## src/rtl/microwave_ctrl_p_pkg.sv

```systemverilog
// Shared types and constants for the parametrised microwave controller.
package microwave_pkg;

  typedef enum logic [2:0] {
    ST_IDLE  = 3'd0,
    ST_SET   = 3'd1,
    ST_COOK  = 3'd2,
    ST_PAUSE = 3'd3,
    ST_DONE  = 3'd4
  } state_t;

  // Segment order {g,f,e,d,c,b,a}, active-high
  localparam logic [6:0] SEG_0     = 7'b0111111;
  localparam logic [6:0] SEG_1     = 7'b0000110;
  localparam logic [6:0] SEG_2     = 7'b1011011;
  localparam logic [6:0] SEG_3     = 7'b1001111;
  localparam logic [6:0] SEG_4     = 7'b1100110;
  localparam logic [6:0] SEG_5     = 7'b1101101;
  localparam logic [6:0] SEG_6     = 7'b1111101;
  localparam logic [6:0] SEG_7     = 7'b0000111;
  localparam logic [6:0] SEG_8     = 7'b1111111;
  localparam logic [6:0] SEG_9     = 7'b1101111;
  localparam logic [6:0] SEG_BLANK = 7'b0000000;

  localparam int unsigned POWER_MAX   = 10;
  localparam int unsigned WINDOW_SECS = 10;

  // Out-of-range power requests run at full power
  function automatic logic [3:0] clamp_power(input logic [3:0] p);
    return ((p == 4'd0) || (p > 4'(POWER_MAX))) ? 4'(POWER_MAX) : p;
  endfunction

endpackage

```

## src/rtl/microwave_ctrl_p_if.sv

```systemverilog
// Front-panel / magnetron / display signal bundle for microwave_ctrl_p.
interface microwave_ctrl_p_if #(
  parameter int unsigned MIN_DIGITS = 1
);
  logic [9:0]              keys;
  logic                    startn;
  logic                    stopn;
  logic                    clearn;
  logic                    door_closed;
  logic [3:0]              power_level;
  logic                    mag_on;
  logic                    done;
  logic [6:0]              ssec_ones;
  logic [6:0]              ssec_tens;
  logic [7*MIN_DIGITS-1:0] smin;

  modport master (
    output keys, startn, stopn, clearn, door_closed, power_level,
    input  mag_on, done, ssec_ones, ssec_tens, smin
  );

  modport slave (
    input  keys, startn, stopn, clearn, door_closed, power_level,
    output mag_on, done, ssec_ones, ssec_tens, smin
  );
endinterface

```

## src/rtl/microwave_ctrl_p_bcd_to_7seg.sv

```systemverilog
// BCD digit to seven-segment decoder; non-decimal codes are blanked.
module bcd_to_7seg
  import microwave_pkg::*;
(
  input  logic [3:0] i_digit,
  output logic [6:0] o_seg
);

  always_comb begin
    o_seg = SEG_BLANK;
    case (i_digit)
      4'd0:    o_seg = SEG_0;
      4'd1:    o_seg = SEG_1;
      4'd2:    o_seg = SEG_2;
      4'd3:    o_seg = SEG_3;
      4'd4:    o_seg = SEG_4;
      4'd5:    o_seg = SEG_5;
      4'd6:    o_seg = SEG_6;
      4'd7:    o_seg = SEG_7;
      4'd8:    o_seg = SEG_8;
      4'd9:    o_seg = SEG_9;
      default: o_seg = SEG_BLANK;
    endcase
  end

endmodule

```

## src/rtl/microwave_ctrl_p.sv

```systemverilog
// Microwave controller: keypad time entry, BCD countdown, duty-cycled magnetron,
// pause/resume and a timed done beep.
module microwave_ctrl_p
  import microwave_pkg::*;
#(
  parameter int unsigned TICKS_PER_SEC  = 100,
  parameter int unsigned MIN_DIGITS     = 1,
  parameter int unsigned DONE_BEEP_SECS = 3
) (
  input  logic             clock,
  input  logic             reset,
  microwave_ctrl_p_if.slave bus
);

  localparam int unsigned TW          = $clog2(TICKS_PER_SEC);
  localparam int unsigned DW          = 4 * (2 + MIN_DIGITS);
  localparam int unsigned BEEP_CYCLES = DONE_BEEP_SECS * TICKS_PER_SEC;
  localparam int unsigned BW          = $clog2(BEEP_CYCLES + 1);

  state_t          r_state, w_state_nx;
  logic [DW-1:0]   r_digits, w_digits_nx, w_digits_dec;
  logic [TW-1:0]   r_tick, w_tick_nx;
  logic [3:0]      r_window, w_window_nx;
  logic [3:0]      r_power, w_power_nx;
  logic [BW-1:0]   r_beep, w_beep_nx;
  logic            r_mag, r_done;
  logic            w_mag_nx, w_done_nx;
  logic            r_start_prev, r_stop_prev, r_clear_prev, r_key_prev;
  logic            w_start_ev, w_stop_ev, w_clear_ev, w_key_ev;
  logic            w_door_open, w_tick_fire;
  logic [3:0]      w_key_digit;

  // Seconds-first BCD decrement with borrow rippling through the minute digits
  function automatic logic [DW-1:0] bcd_dec(input logic [DW-1:0] d);
    logic [DW-1:0] r;
    logic          borrow;
    r      = d;
    borrow = 1'b0;
    if (d[3:0] != 4'd0) begin
      r[3:0] = d[3:0] - 4'd1;
    end else if (d[7:4] != 4'd0) begin
      r[7:4] = d[7:4] - 4'd1;
      r[3:0] = 4'd9;
    end else begin
      r[7:4] = 4'd5;
      r[3:0] = 4'd9;
      borrow = 1'b1;
      for (int unsigned i = 2; i < 2 + MIN_DIGITS; i++) begin
        if (borrow) begin
          if (r[4*i +: 4] != 4'd0) begin
            r[4*i +: 4] = r[4*i +: 4] - 4'd1;
            borrow      = 1'b0;
          end else begin
            r[4*i +: 4] = 4'd9;
          end
        end
      end
    end
    return r;
  endfunction

  // Buttons are tracked as "was active"; reset to 1 so a held button never fires
  assign w_start_ev  = ~bus.startn & ~r_start_prev;
  assign w_stop_ev   = ~bus.stopn  & ~r_stop_prev;
  assign w_clear_ev  = ~bus.clearn & ~r_clear_prev;
  assign w_key_ev    = (bus.keys != '0) && ((bus.keys & (bus.keys - 10'd1)) == '0) && !r_key_prev;
  assign w_door_open = ~bus.door_closed;
  assign w_tick_fire = (r_tick == TW'(TICKS_PER_SEC - 1));
  assign w_digits_dec = bcd_dec(r_digits);

  always_comb begin
    w_key_digit = 4'd0;
    for (int i = 0; i < 10; i++) begin
      if (bus.keys[i]) w_key_digit = 4'(i);
    end
  end

  // Next state: each state acts on its highest-priority event that has a meaning there
  always_comb begin
    w_state_nx  = r_state;
    w_digits_nx = r_digits;
    w_tick_nx   = r_tick;
    w_window_nx = r_window;
    w_power_nx  = r_power;
    w_beep_nx   = r_beep;
    case (r_state)
      ST_IDLE, ST_SET: begin
        if (w_clear_ev) begin
          w_state_nx  = ST_IDLE;
          w_digits_nx = '0;
        end else if (w_start_ev && bus.door_closed && (r_state == ST_SET)) begin
          w_state_nx  = ST_COOK;
          w_power_nx  = clamp_power(bus.power_level);
          w_tick_nx   = '0;
          w_window_nx = 4'd0;
        end else if (w_key_ev) begin
          w_digits_nx = {r_digits[DW-5:0], w_key_digit};
          w_state_nx  = (w_digits_nx != '0) ? ST_SET : ST_IDLE;
        end
      end
      ST_COOK: begin
        if (w_clear_ev) begin
          w_state_nx  = ST_IDLE;
          w_digits_nx = '0;
        end else if (w_door_open || w_stop_ev) begin
          w_state_nx = ST_PAUSE;
        end else if (w_tick_fire) begin
          w_tick_nx   = '0;
          w_digits_nx = w_digits_dec;
          w_window_nx = (r_window == 4'(WINDOW_SECS - 1)) ? 4'd0 : r_window + 4'd1;
          if (w_digits_dec == '0) begin
            w_state_nx = ST_DONE;
            w_beep_nx  = '0;
          end
        end else begin
          w_tick_nx = r_tick + TW'(1);
        end
      end
      ST_PAUSE: begin
        if (w_clear_ev || w_stop_ev) begin
          w_state_nx  = ST_IDLE;
          w_digits_nx = '0;
        end else if (w_start_ev && bus.door_closed) begin
          w_state_nx = ST_COOK;
        end
      end
      ST_DONE: begin
        if (w_start_ev || w_stop_ev || w_clear_ev || w_door_open) begin
          w_state_nx  = ST_IDLE;
          w_digits_nx = '0;
        end else if (r_beep == BW'(BEEP_CYCLES - 1)) begin
          w_state_nx = ST_IDLE;
        end else begin
          w_beep_nx = r_beep + BW'(1);
        end
      end
      default: begin
        w_state_nx  = ST_IDLE;
        w_digits_nx = '0;
      end
    endcase
  end

  assign w_mag_nx  = (w_state_nx == ST_COOK) && (w_window_nx < w_power_nx);
  assign w_done_nx = (w_state_nx == ST_DONE);

  always_ff @(posedge clock or posedge reset) begin
    if (reset) begin
      r_state      <= ST_IDLE;
      r_digits     <= '0;
      r_tick       <= '0;
      r_window     <= 4'd0;
      r_power      <= 4'd0;
      r_beep       <= '0;
      r_mag        <= 1'b0;
      r_done       <= 1'b0;
      r_start_prev <= 1'b1;
      r_stop_prev  <= 1'b1;
      r_clear_prev <= 1'b1;
      r_key_prev   <= 1'b0;
    end else begin
      r_state      <= w_state_nx;
      r_digits     <= w_digits_nx;
      r_tick       <= w_tick_nx;
      r_window     <= w_window_nx;
      r_power      <= w_power_nx;
      r_beep       <= w_beep_nx;
      r_mag        <= w_mag_nx;
      r_done       <= w_done_nx;
      r_start_prev <= ~bus.startn;
      r_stop_prev  <= ~bus.stopn;
      r_clear_prev <= ~bus.clearn;
      r_key_prev   <= |bus.keys;
    end
  end

  // Door switch gates the magnetron with no register in the path
  assign bus.mag_on = r_mag & bus.door_closed;
  assign bus.done   = r_done;

  bcd_to_7seg u_seg_ones (.i_digit(r_digits[3:0]), .o_seg(bus.ssec_ones));
  bcd_to_7seg u_seg_tens (.i_digit(r_digits[7:4]), .o_seg(bus.ssec_tens));

  for (genvar g = 0; g < MIN_DIGITS; g++) begin : g_min
    bcd_to_7seg u_seg_min (.i_digit(r_digits[4*(g+2) +: 4]), .o_seg(bus.smin[7*g +: 7]));
  end

endmodule

```

## src/flat_wrapper.sv

```systemverilog
// flat-port wrapper written by rule: the top's interface ports become plain ports
module microwave_ctrl_p_flat import microwave_pkg::*;
#(
  parameter int unsigned TICKS_PER_SEC  = 100,
  parameter int unsigned MIN_DIGITS     = 1,
  parameter int unsigned DONE_BEEP_SECS = 3
)
  (clock, reset, bus_keys, bus_startn, bus_stopn, bus_clearn, bus_door_closed, bus_power_level, bus_mag_on, bus_done, bus_ssec_ones, bus_ssec_tens, bus_smin);
  microwave_ctrl_p_if #(.MIN_DIGITS(MIN_DIGITS)) bus_i ();
  input  logic clock;
  input  logic reset;
  input wire logic [$bits(bus_i.keys)-1:0] bus_keys;
  input wire logic [$bits(bus_i.startn)-1:0] bus_startn;
  input wire logic [$bits(bus_i.stopn)-1:0] bus_stopn;
  input wire logic [$bits(bus_i.clearn)-1:0] bus_clearn;
  input wire logic [$bits(bus_i.door_closed)-1:0] bus_door_closed;
  input wire logic [$bits(bus_i.power_level)-1:0] bus_power_level;
  output wire logic [$bits(bus_i.mag_on)-1:0] bus_mag_on;
  output wire logic [$bits(bus_i.done)-1:0] bus_done;
  output wire logic [$bits(bus_i.ssec_ones)-1:0] bus_ssec_ones;
  output wire logic [$bits(bus_i.ssec_tens)-1:0] bus_ssec_tens;
  output wire logic [$bits(bus_i.smin)-1:0] bus_smin;
  assign bus_i.keys = bus_keys;
  assign bus_i.startn = bus_startn;
  assign bus_i.stopn = bus_stopn;
  assign bus_i.clearn = bus_clearn;
  assign bus_i.door_closed = bus_door_closed;
  assign bus_i.power_level = bus_power_level;
  assign bus_mag_on = bus_i.mag_on;
  assign bus_done = bus_i.done;
  assign bus_ssec_ones = bus_i.ssec_ones;
  assign bus_ssec_tens = bus_i.ssec_tens;
  assign bus_smin = bus_i.smin;
  microwave_ctrl_p #(.TICKS_PER_SEC(TICKS_PER_SEC), .MIN_DIGITS(MIN_DIGITS), .DONE_BEEP_SECS(DONE_BEEP_SECS)) u_core (.clock(clock), .reset(reset), .bus(bus_i));
endmodule
```

## config.mk

```make
export PLATFORM = sky130hd
export DESIGN_NAME = microwave_ctrl_p_flat
export DESIGN_NICKNAME = d
export VERILOG_FILES = /design/src/rtl/microwave_ctrl_p_pkg.sv /design/src/rtl/microwave_ctrl_p_if.sv /design/src/rtl/microwave_ctrl_p_bcd_to_7seg.sv /design/src/rtl/microwave_ctrl_p.sv /design/src/flat_wrapper.sv
export SDC_FILE = /design/constraint.sdc
export NUM_CORES = 1
export LEC_CHECK = 0
export ABC_AREA = 0
export CELL_PAD_IN_SITES_DETAIL_PLACEMENT = 1
export CELL_PAD_IN_SITES_GLOBAL_PLACEMENT = 1
export CORE_UTILIZATION = 45
export CTS_CLUSTER_SIZE = 10
export DETAILED_ROUTE_END_ITERATION = 7
export GPL_ROUTABILITY_DRIVEN = 0
export HOLD_SLACK_MARGIN = 0.02
export PLACE_DENSITY = 0.91
export SLEW_MARGIN = 20
export SYNTH_ARGS = -nofsm -noshare
export SYNTH_HDL_FRONTEND = slang
export SYNTH_HIERARCHICAL = 1
export SYNTH_SLANG_ARGS = --single-unit
```

## constraint.sdc

```tcl
create_clock -name clock -period 6.2 [get_ports clock]
set_input_delay 0.62 -clock clock [delete_from_list [all_inputs] [get_ports clock]]
set_output_delay 0.62 -clock clock [all_outputs]
set_load 0.005 [all_outputs]
```

==> impl_results.md <==
* Outcome: finished clean
* Top cell type's share of synthesized area at 30.09%
* Initial Util at 47.40%
* Final hold violations at 0
* DR pass1 iterations at 4
* Most common cell in the synthesized netlist: dfrtp_1
* Fmax achieved at 0.2790 GHz
* # DRC at 0
* Setup Fix Bufs, Post-CTS at 0
* Sequential fraction of the synthesis area at 32.34%
* Post-DP HPWL at 7.049 mm
* Post-synth top cells: dfrtp_1 (42), inv_1 (32), nor2_1 (29)
* Area leader, netlist: dfrtp_1
* Static Leak at 1.720 nW
* Detail Route Antenna Nets at 0
* Initial antenna violation count at 0
* Worst vdd ir at 131.0 uV
* Post-CTS Resized at 0
* Worst reg2reg path depth at 8
* Cell Area, Synth at 3493 sq um
* Starting DRT DRC Count at 146
* Final setup viols at 0
* Top Ports at 43
* WHS Path Cells at 1
* Crit path DAT at 3790 ps
* DIE HEIGHT at 90.11 um
* Root buf cell: clkbuf_8
* Async S/R FF share, synth at 100.0%
* Yosys reg bits at 45
* Clk slew on worst S/H paths at 90 ps
* Top cells by area, synth: dfrtp_1 (30%), ha_1 (9.7%), o21ai_0 (3.9%)
* Avg Cell Area, Syn at 8.604 sq um
* Layout cells sized above 1 at 8.539%
* Worst EP required at 6410 ps
* Min Tclk post-route at 3585 ps
* Vias in the first global route at 3432
* Worst-Margin Slew at 819.3 ps
* Crit-path max FO at 6
* Top_reg_cell synth: dfrtp_1
* Worst hold start: u_core/r_tick[6]$_DFFE_PP0P_
* GRT overflow at 0
* Headroom to the max-slew limit at 44.61%
* HP Class: reg2reg
* R2r setup slk at 3030 ps
* Hold Crit Endpoint: u_core/r_tick[6]$_DFFE_PP0P_
* Post-Route Setup TNS at 0 ps
* PwrDens at 339.4 nW/um^2
* Number of synthesized flops with an enable pin at 0
* Antenna cells at 0
* Maximum number of pins on one net before global-route repair at 46
* Distinct cells, synth at 75
* Hold-fix buffers, CTS at 0
* Port Buffers at 42
* Reg2reg start: u_core/r_digits[1]$_DFFE_PP0P_
* Syn Nets at 453
* Crit path kind: in2reg
* Die extent in x at 90.11 um
* Clk_lat worst skew at 310 ps
* Synth Warn # at 6
* H-Tree Depth at 2
* GRT Overall Usage at 24.00%
* Critical Path Sink Type: register
* First-pass GRT wire length at 16.17 mm
* Via Count at 3322
* Cells after synthesis at 406
* CTS max path bufs at 2
* CTS tree: built
* Area delta synth->final at 16.55%
* Core area at 7370 sq um
* Final hold slack at 515.7 ps
* TritonCTS Buffers at 5
* Die Area at 8119 sq um
* Avg WL per Cell at 17.00 um
* Detailed Route WL at 9.250 mm
* Clock Sinks at 45
* # rows at 31
* Layout Skew at 8.690 ps
* Unrepaired setup endpoints after global routing: false
* Via density at 6.107
* Worst setup SP type: input port
* Max-slew violations at 0
* Max-cap viol count at 0
* Tcrit/Tclk final at 57.81%
* Layout Nets at 491
* Reg-to-Reg End: u_core/r_mag$_DFF_PP0_
## layout make-up
class | instances | area [sq um]
well taps | 99 | 123.9
repair buffers | 44 | 435.4
inverters | 36 | 135.1
fillers | 895 | 3298
clock buffers | 7 | 86.33
clock inverters | 1 | 7.507
multi-input cells | 312 | 2153
flip-flops and latches | 45 | 1130
## critical path, cell delays in order
cell and delay (ps):
clkdlybuf4s50_1 580, nor4bb_1 570, nor4b_2 590, o21ai_0 300, o21ai_0 240, o21ai_0 140
ha_1 330, o211a_1 140, o31ai_1 60, and4b_1 210
## per-stage QoR
| step | util [%] | total power [W] | setup slack [ps] | instances | cell area [sq um] |
|---|---|---|---|---|---|
| final | 55.25 | 0.001382 | 2616 | 544 | 4071 |
| after CTS | 55.18 | 0.001393 | 2669 | 544 | 4066 |
| after global placement | 53.90 | 0.001146 | 2570 | 536 | 3973 |
| after floorplan | - | 0.0008726 | 3506 | 406 | 3493 |
| after detailed placement | 53.90 | 0.001195 | 2311 | 536 | 3973 |
| after global routing | 55.25 | 0.001491 | 2318 | 544 | 4071 |
## power by group
| part | leakage [nW] | internal [W] | switching (W) |
|---|---|---|---|
| clock | 0.0445 | 0.0000907 | 0.000105 |
| combinational | 1.08 | 0.000373 | 0.000365 |
| sequential | 0.592 | 0.000346 | 0.000103 |
| total | 1.72 | 0.000809 | 0.000573 |
## metal layers
layer,share of wire [%],GRT usage (%),vias up
met1,43,27.89,1678
met5,0,0,-
met3,2.2,2.115,12
li1,-,-,1570
met2,53,45.99,62
met4,1.4,7.527,0
## layout by cell type, fill, tap and decap left out, types with 3 or more instances in the layout
cell type,synthesis,routed
mux2i_1,3,3
o31ai_1,15,15
nor2_1,29,29
nand3_1,11,11
a21oi_1,24,24
and3_1,3,3
clkbuf_8,0,6
nand2b_1,7,7
o21ai_1,19,19
dfrtp_1,42,42
dfstp_2,3,3
ha_1,27,27
nor2b_1,3,3
nor3b_1,4,4
inv_1,32,31
o22ai_1,12,12
a221o_1,3,3
nor3_1,8,7
inv_2,4,4
xnor2_1,4,4
or4_1,4,4
clkdlybuf4s50_1,0,42
nor4b_1,4,4
or3_1,12,12
nor4_1,3,3
o21ai_0,27,27
o21a_1,4,4
or2_2,3,3
nand2_1,25,25
## flip-flops by register name, indices dropped and copies added (netlist names), 3 cells and up
signal / flops
u_core/r_digits: 12
u_core/r_beep: 9
u_core/r_tick: 7
u_core/r_power: 4
u_core/r_window: 4
u_core/r_state: 3
## kinds of logic (layout without fill, tap and decap cells)
| family | Yosys count | in the layout | synth area share (%) |
|---|---|---|---|
| buffers and inverters | 49 | 88 | 6.160 |
| flip-flops | 45 | 45 | 32.34 |
| multiplexers | 5 | 5 | 1.504 |
| AO/OA/AOI/OAI | 134 | 134 | 24.96 |
| XOR/XNOR | 4 | 4 | 1.003 |
| adder cells (fa/ha/maj) | 29 | 29 | 10.24 |
| AND/OR/NAND/NOR | 140 | 140 | 23.78 |
## how the worst max path moves through the flow
stage / endpoint / startpoint / slack (ps) / depth (start not counted)
after floorplan: u_core/r_mag$_DFF_PP0_ / bus_startn / 3510 / 9
after global placement: u_core/r_mag$_DFF_PP0_ / bus_clearn / 2570 / 11
after detailed placement: u_core/r_mag$_DFF_PP0_ / bus_door_closed / 2310 / 10
after CTS: u_core/r_mag$_DFF_PP0_ / bus_door_closed / 2670 / 10
after global routing: u_core/r_mag$_DFF_PP0_ / bus_door_closed / 2320 / 10
final: u_core/r_mag$_DFF_PP0_ / bus_door_closed / 2620 / 10
Note: power is estimated with default switching activity, not from simulation.
